File: config.mk
export PLATFORM = sky130hd
export DESIGN_NAME = alu_share_arbiter
export DESIGN_NICKNAME = d
export VERILOG_FILES = /design/src/rtl/alu_share_arbiter.sv
export SDC_FILE = /design/constraint.sdc
export NUM_CORES = 1
export LEC_CHECK = 0
export ABC_AREA = 1
export BUFFER_PORTS_ARGS = -buffer_cell sky130_fd_sc_hd__buf_4
export CAP_MARGIN = 20
export CORE_MARGIN = 3
export CORE_UTILIZATION = 47
export DETAILED_ROUTE_END_ITERATION = 10
export PLACE_DENSITY = 0.8
export SLEW_MARGIN = 15
export SYNTH_ARGS = -nofsm -noshare
export SYNTH_HDL_FRONTEND = slang
export SYNTH_SLANG_ARGS = --single-unit
File: constraint.sdc
create_clock -name clk -period 1.5 [get_ports clk]
set_input_delay 0.225 -clock clk [delete_from_list [all_inputs] [get_ports clk]]
set_output_delay 0.225 -clock clk [all_outputs]
set_load 0.01 [all_outputs]
File: src/rtl/alu_share_arbiter.sv
// alu_share_arbiter: round-robin sharing of one combinational ALU between two
// requesters (r0 = execute stage, r1 = address/aux unit).
// Ports:
//   clk, rst_n                    clock, synchronous active-low reset
//   rN_valid/rN_ready             request handshake (ready is combinational, IDLE only)
//   rN_a, rN_b, rN_op             request operands and ALU function code
//   rN_rsp_valid/rN_rsp_ready     response handshake back to requester N
//   rN_result, rN_zero            captured ALU result and zero flag for N
//   alu_a, alu_b, alu_control     registered ALU inputs (change only on accept)
//   alu_result, alu_zero          ALU combinational outputs
//   busy                          high whenever a transaction is in flight
module alu_share_arbiter #(
    parameter int unsigned DATA_W = 16,
    parameter int unsigned OP_W   = 3
) (
    input  logic              clk,
    input  logic              rst_n,
    input  logic              r0_valid,
    output logic              r0_ready,
    input  logic [DATA_W-1:0] r0_a,
    input  logic [DATA_W-1:0] r0_b,
    input  logic [OP_W-1:0]   r0_op,
    output logic              r0_rsp_valid,
    input  logic              r0_rsp_ready,
    output logic [DATA_W-1:0] r0_result,
    output logic              r0_zero,
    input  logic              r1_valid,
    output logic              r1_ready,
    input  logic [DATA_W-1:0] r1_a,
    input  logic [DATA_W-1:0] r1_b,
    input  logic [OP_W-1:0]   r1_op,
    output logic              r1_rsp_valid,
    input  logic              r1_rsp_ready,
    output logic [DATA_W-1:0] r1_result,
    output logic              r1_zero,
    output logic [DATA_W-1:0] alu_a,
    output logic [DATA_W-1:0] alu_b,
    output logic [OP_W-1:0]   alu_control,
    input  logic [DATA_W-1:0] alu_result,
    input  logic              alu_zero,
    output logic              busy
);

    typedef enum logic [1:0] {
        IDLE = 2'd0,
        EXEC = 2'd1,
        RESP = 2'd2
    } state_e;

    state_e            state_q;
    logic              rr_ptr_q;
    logic              owner_q;
    logic [DATA_W-1:0] alu_a_q;
    logic [DATA_W-1:0] alu_b_q;
    logic [OP_W-1:0]   alu_ctl_q;
    logic [DATA_W-1:0] res0_q;
    logic [DATA_W-1:0] res1_q;
    logic              zero0_q;
    logic              zero1_q;
    logic              rsp0_q;
    logic              rsp1_q;
    logic              busy_q;
    logic              own_rsp_ready_c;

    // Grant: a lone requester wins; on contention rr_ptr picks. Gated by reset
    // so nothing looks accepted while the block is held in reset.
    assign r0_ready = rst_n && (state_q == IDLE) && r0_valid && (!r1_valid || !rr_ptr_q);
    assign r1_ready = rst_n && (state_q == IDLE) && r1_valid && (!r0_valid ||  rr_ptr_q);

    // Only the current owner's rsp_ready can close a transaction.
    assign own_rsp_ready_c = owner_q ? r1_rsp_ready : r0_rsp_ready;

    // Arbitration / execute / response sequencer with all outputs registered.
    always_ff @(posedge clk) begin
        if (!rst_n) begin
            state_q   <= IDLE;
            rr_ptr_q  <= 1'b0;
            owner_q   <= 1'b0;
            alu_a_q   <= '0;
            alu_b_q   <= '0;
            alu_ctl_q <= '0;
            res0_q    <= '0;
            res1_q    <= '0;
            zero0_q   <= 1'b0;
            zero1_q   <= 1'b0;
            rsp0_q    <= 1'b0;
            rsp1_q    <= 1'b0;
            busy_q    <= 1'b0;
        end else begin
            case (state_q)
                IDLE: begin
                    if (r0_ready) begin
                        alu_a_q   <= r0_a;
                        alu_b_q   <= r0_b;
                        alu_ctl_q <= r0_op;
                        owner_q   <= 1'b0;
                        rr_ptr_q  <= 1'b1;
                        busy_q    <= 1'b1;
                        state_q   <= EXEC;
                    end else if (r1_ready) begin
                        alu_a_q   <= r1_a;
                        alu_b_q   <= r1_b;
                        alu_ctl_q <= r1_op;
                        owner_q   <= 1'b1;
                        rr_ptr_q  <= 1'b0;
                        busy_q    <= 1'b1;
                        state_q   <= EXEC;
                    end
                end
                EXEC: begin
                    // ALU inputs have been stable for a full cycle; capture.
                    if (owner_q) begin
                        res1_q  <= alu_result;
                        zero1_q <= alu_zero;
                        rsp1_q  <= 1'b1;
                    end else begin
                        res0_q  <= alu_result;
                        zero0_q <= alu_zero;
                        rsp0_q  <= 1'b1;
                    end
                    state_q <= RESP;
                end
                RESP: begin
                    if (own_rsp_ready_c) begin
                        rsp0_q  <= 1'b0;
                        rsp1_q  <= 1'b0;
                        busy_q  <= 1'b0;
                        state_q <= IDLE;
                    end
                end
                default: begin
                    rsp0_q  <= 1'b0;
                    rsp1_q  <= 1'b0;
                    busy_q  <= 1'b0;
                    state_q <= IDLE;
                end
            endcase
        end
    end

    assign alu_a        = alu_a_q;
    assign alu_b        = alu_b_q;
    assign alu_control  = alu_ctl_q;
    assign r0_result    = res0_q;
    assign r1_result    = res1_q;
    assign r0_zero      = zero0_q;
    assign r1_zero      = zero1_q;
    assign r0_rsp_valid = rsp0_q;
    assign r1_rsp_valid = rsp1_q;
    assign busy         = busy_q;

endmodule

==> qor.csv, run 1 <==
metric,value,unit
whs,0.123,ns
antenna_cells,0,
netlist_area,3620,um^2
dr.pass1.iters,5,
worstSetupEndpointType,output port,
path_class,flop to output port,
areaGrowthSynthToFinish,46.5,%
wl_met3,1030,um
final_cell_mix,"buf_4, nor2_1, nand2_1",
syn_inst,552,
via_per_inst,4.74,
htree_levels,3,
skew,0.00830,ns
hp-class,input pin to flop,
comb_power_share,25.8,%
cpLargestDelayFamily,flip-flops,
row_count,31,
synth_area_leaders,"dfxtp_1, nor2_1, nand2_1, o21ai_0, inv_1",
period_needed,1.44,ns
post_drt_wl_per_cell,12.4,um
syn_area_per_cell,6.55,um^2
p_leak,0.00283,uW
ys_warn_count,0,
first_iter_violations,182,
drv_cap,0,
cts_buffers,9,
p_switching,1610,uW
p_int,4040,uW
met1Wirelength,4100,um
final_common_cell,buf_4,
cts.sinks,76,
switching_share,28.5,%
grt_pass1_vias,3617,
cp_common_cell,buf_6,
route.detailed.drc,0,
num-nets-final,815,
period_share,96.0,%
die_h,93.7,um
synth_nets,645,
status,"complete, no violations",
power_frac_seq,41.3,%
worstPathCellList,nor2_4 -> nand2_4 -> buf_6 -> nor2_8 -> buf_6,
vdd_drop_max,0.000704,V
route.met2.wl,4970,um
tightest_slew,0.321,ns
gp_congestion,0.810,
io_pins,167,
routed-via-count,3914,
crit_buf_inv,2,
drive_above_1_share,32.0,%
clock_latency,0.33,ns
worst_slack,0.0596,ns
setup_violations,0,
ys_seq_area_share,42.1,%
grt_usage,23.1,%
synth_seq_cells,76,
critPathMaxFanout,4,
required,1.27,ns
critPathArrivalTime,1.22,ns
power.density,1070,nW/um^2
pwr-share-clk,32.9,%
hold_viol,0,
wirelength,10200,um
grt_pass1_wl,16400,um
die_width,93.7,um
portBuffers,166,
grt.overflow.total,0,
rsz0062_at_grt,yes,
grt_antenna_before_repair,0,
cp-start-kind,flop,
initial_utilization,49.1,%
finish.instance_area,5300,um^2
ant_nets,0,
synth_top_cell_by_area,dfxtp_1,
coreArea,7370,um^2
cpPeakStageDelay,0.36,ns
placed_cell_area,4980,um^2
cts_tree,done,
clockBufferDepth,2,
fmax,0.694,GHz
die_area,8780,um^2
top_layer_used,met4,
place_ws,0.127,ns
worst_path_max_delay_cell,dfxtp_4,
grt_max_degree,38,
root_buffer,clkbuf_8,
clkTransAtPathRegs,0.08,ns
synth.distinct_cells,24,
total_power,5650,uW
maxSlewHeadroom,78.6,%
yosys.area.top_type_share,42.1,%
hpwl,7640,um
drv_slew,0,
## cells in the mapped netlist, drive strengths merged
| master | n |
|---|---|
| nand3 | 35 |
| nand2 | 94 |
| nand4 | 2 |
| o211ai | 1 |
| nor2 | 171 |
| clkbuf | 12 |
| o31ai | 1 |
| buf | 19 |
| a21oi | 7 |
| o21ai | 63 |
| inv | 71 |
| dfxtp | 76 |
## flip-flops by register name, summed over array words and instances, names as in the netlist
signal,flops
alu_a,16
alu_b,16
r0_result,16
r1_result,16
alu_control,3
state_q,2
busy,1
owner_q,1
r0_rsp_valid,1
r0_zero,1
r1_rsp_valid,1
r1_zero,1
rr_ptr_q,1
## worst min-delay path: stages
cell and delay [ns]:
buf_4 0.08, nor2_1 0.03, nor2_1 0.08
## cell type report
cell class | instances | area, um^2
fillers | 636 | 2070
multi-input cells | 374 | 1680
flip-flops and latches | 76 | 1530
repair buffers | 190 | 1460
inverters | 71 | 269
clock buffers | 10 | 128
well taps | 99 | 124
clock inverters | 6 | 113
## through the flow
| stage | instances | TNS, ns | util (%) |
|---|---|---|---|
| 2_1_floorplan | 552 | 0 | - |
| 3_3_place_gp | 805 | 0 | 67.6 |
| 3_5_place_dp | 805 | 0 | 67.6 |
| 4_1_cts | 824 | -0.00399 | 71.5 |
| 5_1_grt | 826 | -0.0186 | 71.9 |
| 6_report | 826 | 0 | 71.9 |
## logic make-up after synthesis
group,synth area share (%)
simple gates,35.3
buf+inv,12.1
flops,42.1
compound gates,10.5
## routing by layer
metal	global-route usage (%)	vias to the layer above
li1	-	2015
met1	27.4	1738
met2	39.3	149
met3	6.89	12
met4	8.30	0
met5	0	-
## worst paths after layout
check / cells past startpoint / endpoint / slack (ns) / from
worst max-delay path: 5 / r0_ready / 0.06 / state_q[0]
worst min-delay path: 3 / r0_result[3] / 0.12 / alu_result[3]
worst max register to register: 8 / alu_a[11] / 0.10 / state_q[0]
worst min register to register: 2 / busy / 0.49 / busy
## power groups by stage
| stage | clock, uW | sequential (uW) | combinational [uW] |
|---|---|---|---|
| floorplan | 0 | 2450 | 675 |
| global placement | 0 | 2370 | 1390 |
| detailed placement | 0 | 2380 | 1420 |
| CTS | 1890 | 2330 | 1450 |
| global route | 2000 | 2350 | 1620 |
| finish | 1860 | 2330 | 1460 |
## repair_timing
item	in CTS	in global routing
hold buffers	0	0
setup buffers	3	2
setup endpoints to repair	2	3
pin swaps	2	2
resized for setup	7	8
No activity file was read; power rests on OpenSTA's default activity.
==> inputs of run 2 (changes only) <==
Settings changed: CAP_MARGIN 20 to default, CORE_ASPECT_RATIO from default to 1.75.
==> run 2 against run 1 <==
Net effect: sequential cell count did not move; largest cell class unchanged; routed wire length rose by 5.3%; largest power group unchanged; via count rose by 1.8%; sequential power barely moved; register-to-register slack got worse by 0.02 ns.
==> qor.csv, run 2 (synthesized netlist as in run 1, its figures left out) <==
metric,value,unit
status,"complete, no violations",
drive_above_1_share,31.9,%
die_h,122,um
comb_power_share,26.0,%
reg2reg_depth,8,
grt_usage,24.2,%
hold-path-endpoint,r0_result[0],
initial_utilization,49.3,%
routed-via-count,3986,
grt_util_met2,41.8,%
areaGrowthSynthToFinish,48.8,%
rr_startpoint,state_q[0],
die_area,8820,um^2
grt_pass1_wl,17000,um
ant_nets,0,
grt_pass1_vias,3702,
p_switching,1670,uW
power.density,1090,nW/um^2
rsz0062_at_grt,yes,
clock_latency,0.33,ns
post_drt_wl_per_cell,13.3,um
grt_max_degree,51,
path_class,flop to output port,
worstSetupEndpointType,output port,
clkTransAtPathRegs,0.06,ns
hp-class,input pin to flop,
cp-start-kind,flop,
antenna_cells,0,
grt.overflow.total,0,
hold_depth,3,
p_int,4170,uW
critPathArrivalTime,1.24,ns
hpwl,7370,um
die_width,72.3,um
place_ws,0.111,ns
cts.sinks,76,
io_pins,167,
drv_slew,0,
grt_antenna_before_repair,0,
route.detailed.drc,0,
switching_share,28.6,%
gp_congestion,0.849,
skew,0.00378,ns
root_buffer,clkbuf_16,
hp-start,alu_result[0],
power_frac_seq,40.0,%
portBuffers,166,
setup_violations,0,
htree_levels,3,
via_per_inst,4.90,
vdd_drop_max,0.000857,V
row_count,41,
rrSetupSlack,0.08,ns
cts_tree,done,
pwr-share-clk,34.0,%
first_iter_violations,326,
drv_cap,0,
final_common_cell,buf_4,
worst_slack,0.0309,ns
required,1.27,ns
fill_cells,601,
cts_buffers,9,
coreArea,7340,um^2
grt.met3_usage,6.77,%
p_leak,0.00289,uW
grt_util_met1,27.4,%
dr.pass1.iters,4,
whs,0.125,ns
fmax,0.681,GHz
fin_tns_setup,0,ns
wirelength,10800,um
period_share,97.9,%
period_needed,1.47,ns
tightest_slew,0.478,ns
final_cell_mix,"buf_4, nor2_1, nand2_1",
top_usage_layer,met2,
critPathMaxFanout,29,
maxSlewHeadroom,68.1,%
hold_viol,0,
num-nets-final,816,
clockBufferDepth,2,
r2r-end,alu_b[11],
-- run 2: metrics by stage --
| stage | cells | util (%) | power [uW] | cell area (um^2) |
|---|---|---|---|---|
| final | 813 | 73.3 | 5840 | 5380 |
| after global routing | 813 | 73.3 | 6130 | 5380 |
| after CTS | 809 | 72.6 | 5830 | 5330 |
| after detailed placement | 786 | 67.3 | 3780 | 4940 |
| after global placement | 786 | 67.3 | 3740 | 4940 |
| after floorplan | 552 | - | 3120 | 3620 |
-- run 2: per-layer routing --
layer  wire length [um]  part of all wire (%)  vias to the layer above
li1                   -                     -                     2021
met2               5580                    52                      182
met4                221                   2.1                        0
met1               3940                    37                     1764
met3               1030                   9.6                       19
met5                  0                     0                        -
-- run 2: critical path, stage by stage (launching register included) --
cell     delay [ns]
dfxtp_2        0.33
nand2_2        0.09
nand2_2        0.10
buf_12         0.18
nor2_8         0.09
buf_4          0.12
-- run 2: worst max-delay path by stage --
stage               end  slack [ns]        from
4_1_cts        r0_ready       0.004    rr_ptr_q
5_1_grt        alu_b[1]       -0.03  state_q[0]
6_report       r0_ready        0.03    rr_ptr_q
3_3_place_gp   r1_ready        0.13  state_q[0]
2_1_floorplan  r1_ready        0.26  state_q[1]
3_5_place_dp   alu_b[9]        0.11  state_q[0]
-- run 2: area by class of cell --
cell class | instances | area [um^2] | area share, %
timing repair buffer | 191 | 1530 | 28.4
multi-input combinational | 374 | 1670 | 31.1
clock inverter | 2 | 10.0 | 0.186
tap | 86 | 108 | 2.00
inverter | 71 | 269 | 5.00
sequential | 76 | 1530 | 28.4
clock buffer | 13 | 260 | 4.84
-- run 2: repair_timing --
item / CTS / global route
pin swaps: 3 / 2
setup endpoints to repair: 2 / 33
gates resized for setup: 10 / 7
buffers inserted: 7 / 3
endpoints found under the hold margin: 0 / 0
hold buffers: 0 / 0
gates cloned: 1 / 1
-- run 2: power groups by stage --
stage                     sequential [uW]  clock, uW  combinational (uW)
after floorplan                      2450          0                 675
after global placement               2370          0                1380
after detailed placement             2370          0                1410
after CTS                            2330       2010                1490
after global routing                 2350       2080                1690
final                                2330       1990                1520
==> inputs of run 3 (changes only) <==
Settings changed: BUFFER_PORTS_ARGS -buffer_cell sky130_fd_sc_hd__buf_4 to default, CORE_UTILIZATION 47 to 56, DONT_BUFFER_PORTS from default to 1, PLACE_DENSITY 0.8 to 0.71.
==> run 3 against run 2 <==
Net effect: via count fell by 16%; sequential share of layout area increased by 8.5 points; critical path type unchanged; first-iteration DRC count shrank 40%; core utilization down 6.9 points; largest cell class unchanged.
==> qor.csv, run 3 (synthesized netlist as in run 1, its figures left out) <==
metric,value,unit
io_pins,167,
cp_common_cell,nand2_1,
grt_pass1_wl,15000,um
root_buffer,clkbuf_8,
period_share,96.6,%
critPathMaxFanout,2,
maxSlewHeadroom,78.3,%
worstPathCellList,inv_1 -> nand2_1 -> nand2_1 -> nor2_2,
cts_tree,done,
clockBufferDepth,2,
worstSetupEndpointType,output port,
num-nets-final,660,
drv_slew,0,
final_common_cell,nor2_1,
hp-class,input pin to flop,
setup_violations,0,
cpPeakStageDelay,0.35,ns
die_h,112,um
portBuffers,0,
hpwl,6370,um
clock_latency,0.36,ns
grt_pass1_vias,3243,
die_area,7500,um^2
antenna_cells,0,
grt_usage,26.1,%
coreArea,6230,um^2
required,1.27,ns
cts.sinks,76,
power.density,1150,nW/um^2
stdcell_count,652,
path_class,flop to output port,
wirelength,9660,um
p_leak,0.00203,uW
die_width,66.7,um
placed_cell_area,3670,um^2
drive_above_1_share,10.1,%
grt.overflow.total,0,
hold_viol,0,
fmax,0.690,GHz
critPathArrivalTime,1.22,ns
final_cell_mix,"nor2_1, nand2_1, dfxtp_1",
drv_cap,0,
clkTransAtPathRegs,0.08,ns
vdd_drop_max,0.00103,V
placed_cells,612,
grt_antenna_before_repair,0,
skew,0.00930,ns
areaGrowthSynthToFinish,14.4,%
grt_max_degree,63,
rsz0062_at_grt,no,
cp-start-kind,flop,
via_per_inst,5.15,
ant_nets,0,
cts_buffers,9,
status,"complete, no violations",
tightest_slew,0.325,ns
routed-via-count,3356,
htree_levels,3,
row_count,38,
worst_path_max_delay_cell,dfxtp_1,
gp_congestion,0.853,
route.detailed.drc,0,
period_needed,1.45,ns
post_drt_wl_per_cell,14.8,um
initial_utilization,58.1,%
whs,0.00661,ns
fin_tns_setup,0,ns
dr.pass1.iters,4,
finish.instance_area,4140,um^2
first_iter_violations,197,
[run 3: metrics by stage]
step / util (%) / power [uW] / worst slack (ns)
3_3_place_gp: 58.9 / 3250 / 0.149
3_5_place_dp: 58.9 / 3280 / 0.0997
5_1_grt: 66.4 / 5040 / 0.000218
2_1_floorplan: - / 3120 / 0.263
4_1_cts: 66.0 / 4790 / 0.00382
6_report: 66.4 / 4760 / 0.0509
[run 3: path summary, 6_finish.rpt]
path / start / slack, ns / cells after the start / endpoint
hold reg to reg: rr_ptr_q / 0.52 / 2 / rr_ptr_q
setup reg to reg: state_q[1] / 0.09 / 8 / alu_a[6]
setup / recovery: rr_ptr_q / 0.05 / 4 / r1_ready
hold / removal: alu_result[12] / 0.007 / 2 / r0_result[12]
[run 3: final cells by class]
type,instances,area (um^2)
multi-input combinational,374,1680
tap,80,100
sequential,76,1530
timing repair buffer,35,394
fill,573,2090
clock buffer,12,145
clock inverter,4,25.0
inverter,71,269
[run 3: routing by layer]
| layer | GRT usage [%] | share of wire (%) |
|---|---|---|
| met5 | 0 | 0 |
| met4 | 12.6 | 3.1 |
| met3 | 8.21 | 8.5 |
| met2 | 45.3 | 52 |
| met1 | 27.5 | 37 |
[run 3: where the power goes]
| part | switching (uW) | total [uW] | internal [uW] | leakage [uW] |
|---|---|---|---|---|
| Sequential | 232 | 2450 | 2220 | 0.000625 |
| Combinational | 533 | 925 | 392 | 0.00133 |
| Clock | 743 | 1380 | 641 | 0.0000824 |
| Total | 1510 | 4760 | 3250 | 0.00203 |
[run 3: critical path, delay by kind of cell, from the launching register on]
family,cells,cell delay [ns]
DFF,1,0.35
buffers and inverters,1,0.06
and+or+nand+nor,3,0.45
[run 3: timing repair]
| item | in CTS | in global routing |
|---|---|---|
| pin swaps | 3 | 4 |
| hold buffers | 16 | 1 |
| endpoints found under the setup margin | 2 | 16 |
| resized for setup | 9 | 4 |
| buffers inserted | 6 | 1 |
| cloned | 1 | 0 |
| endpoints found under the hold margin | 56 | 1 |
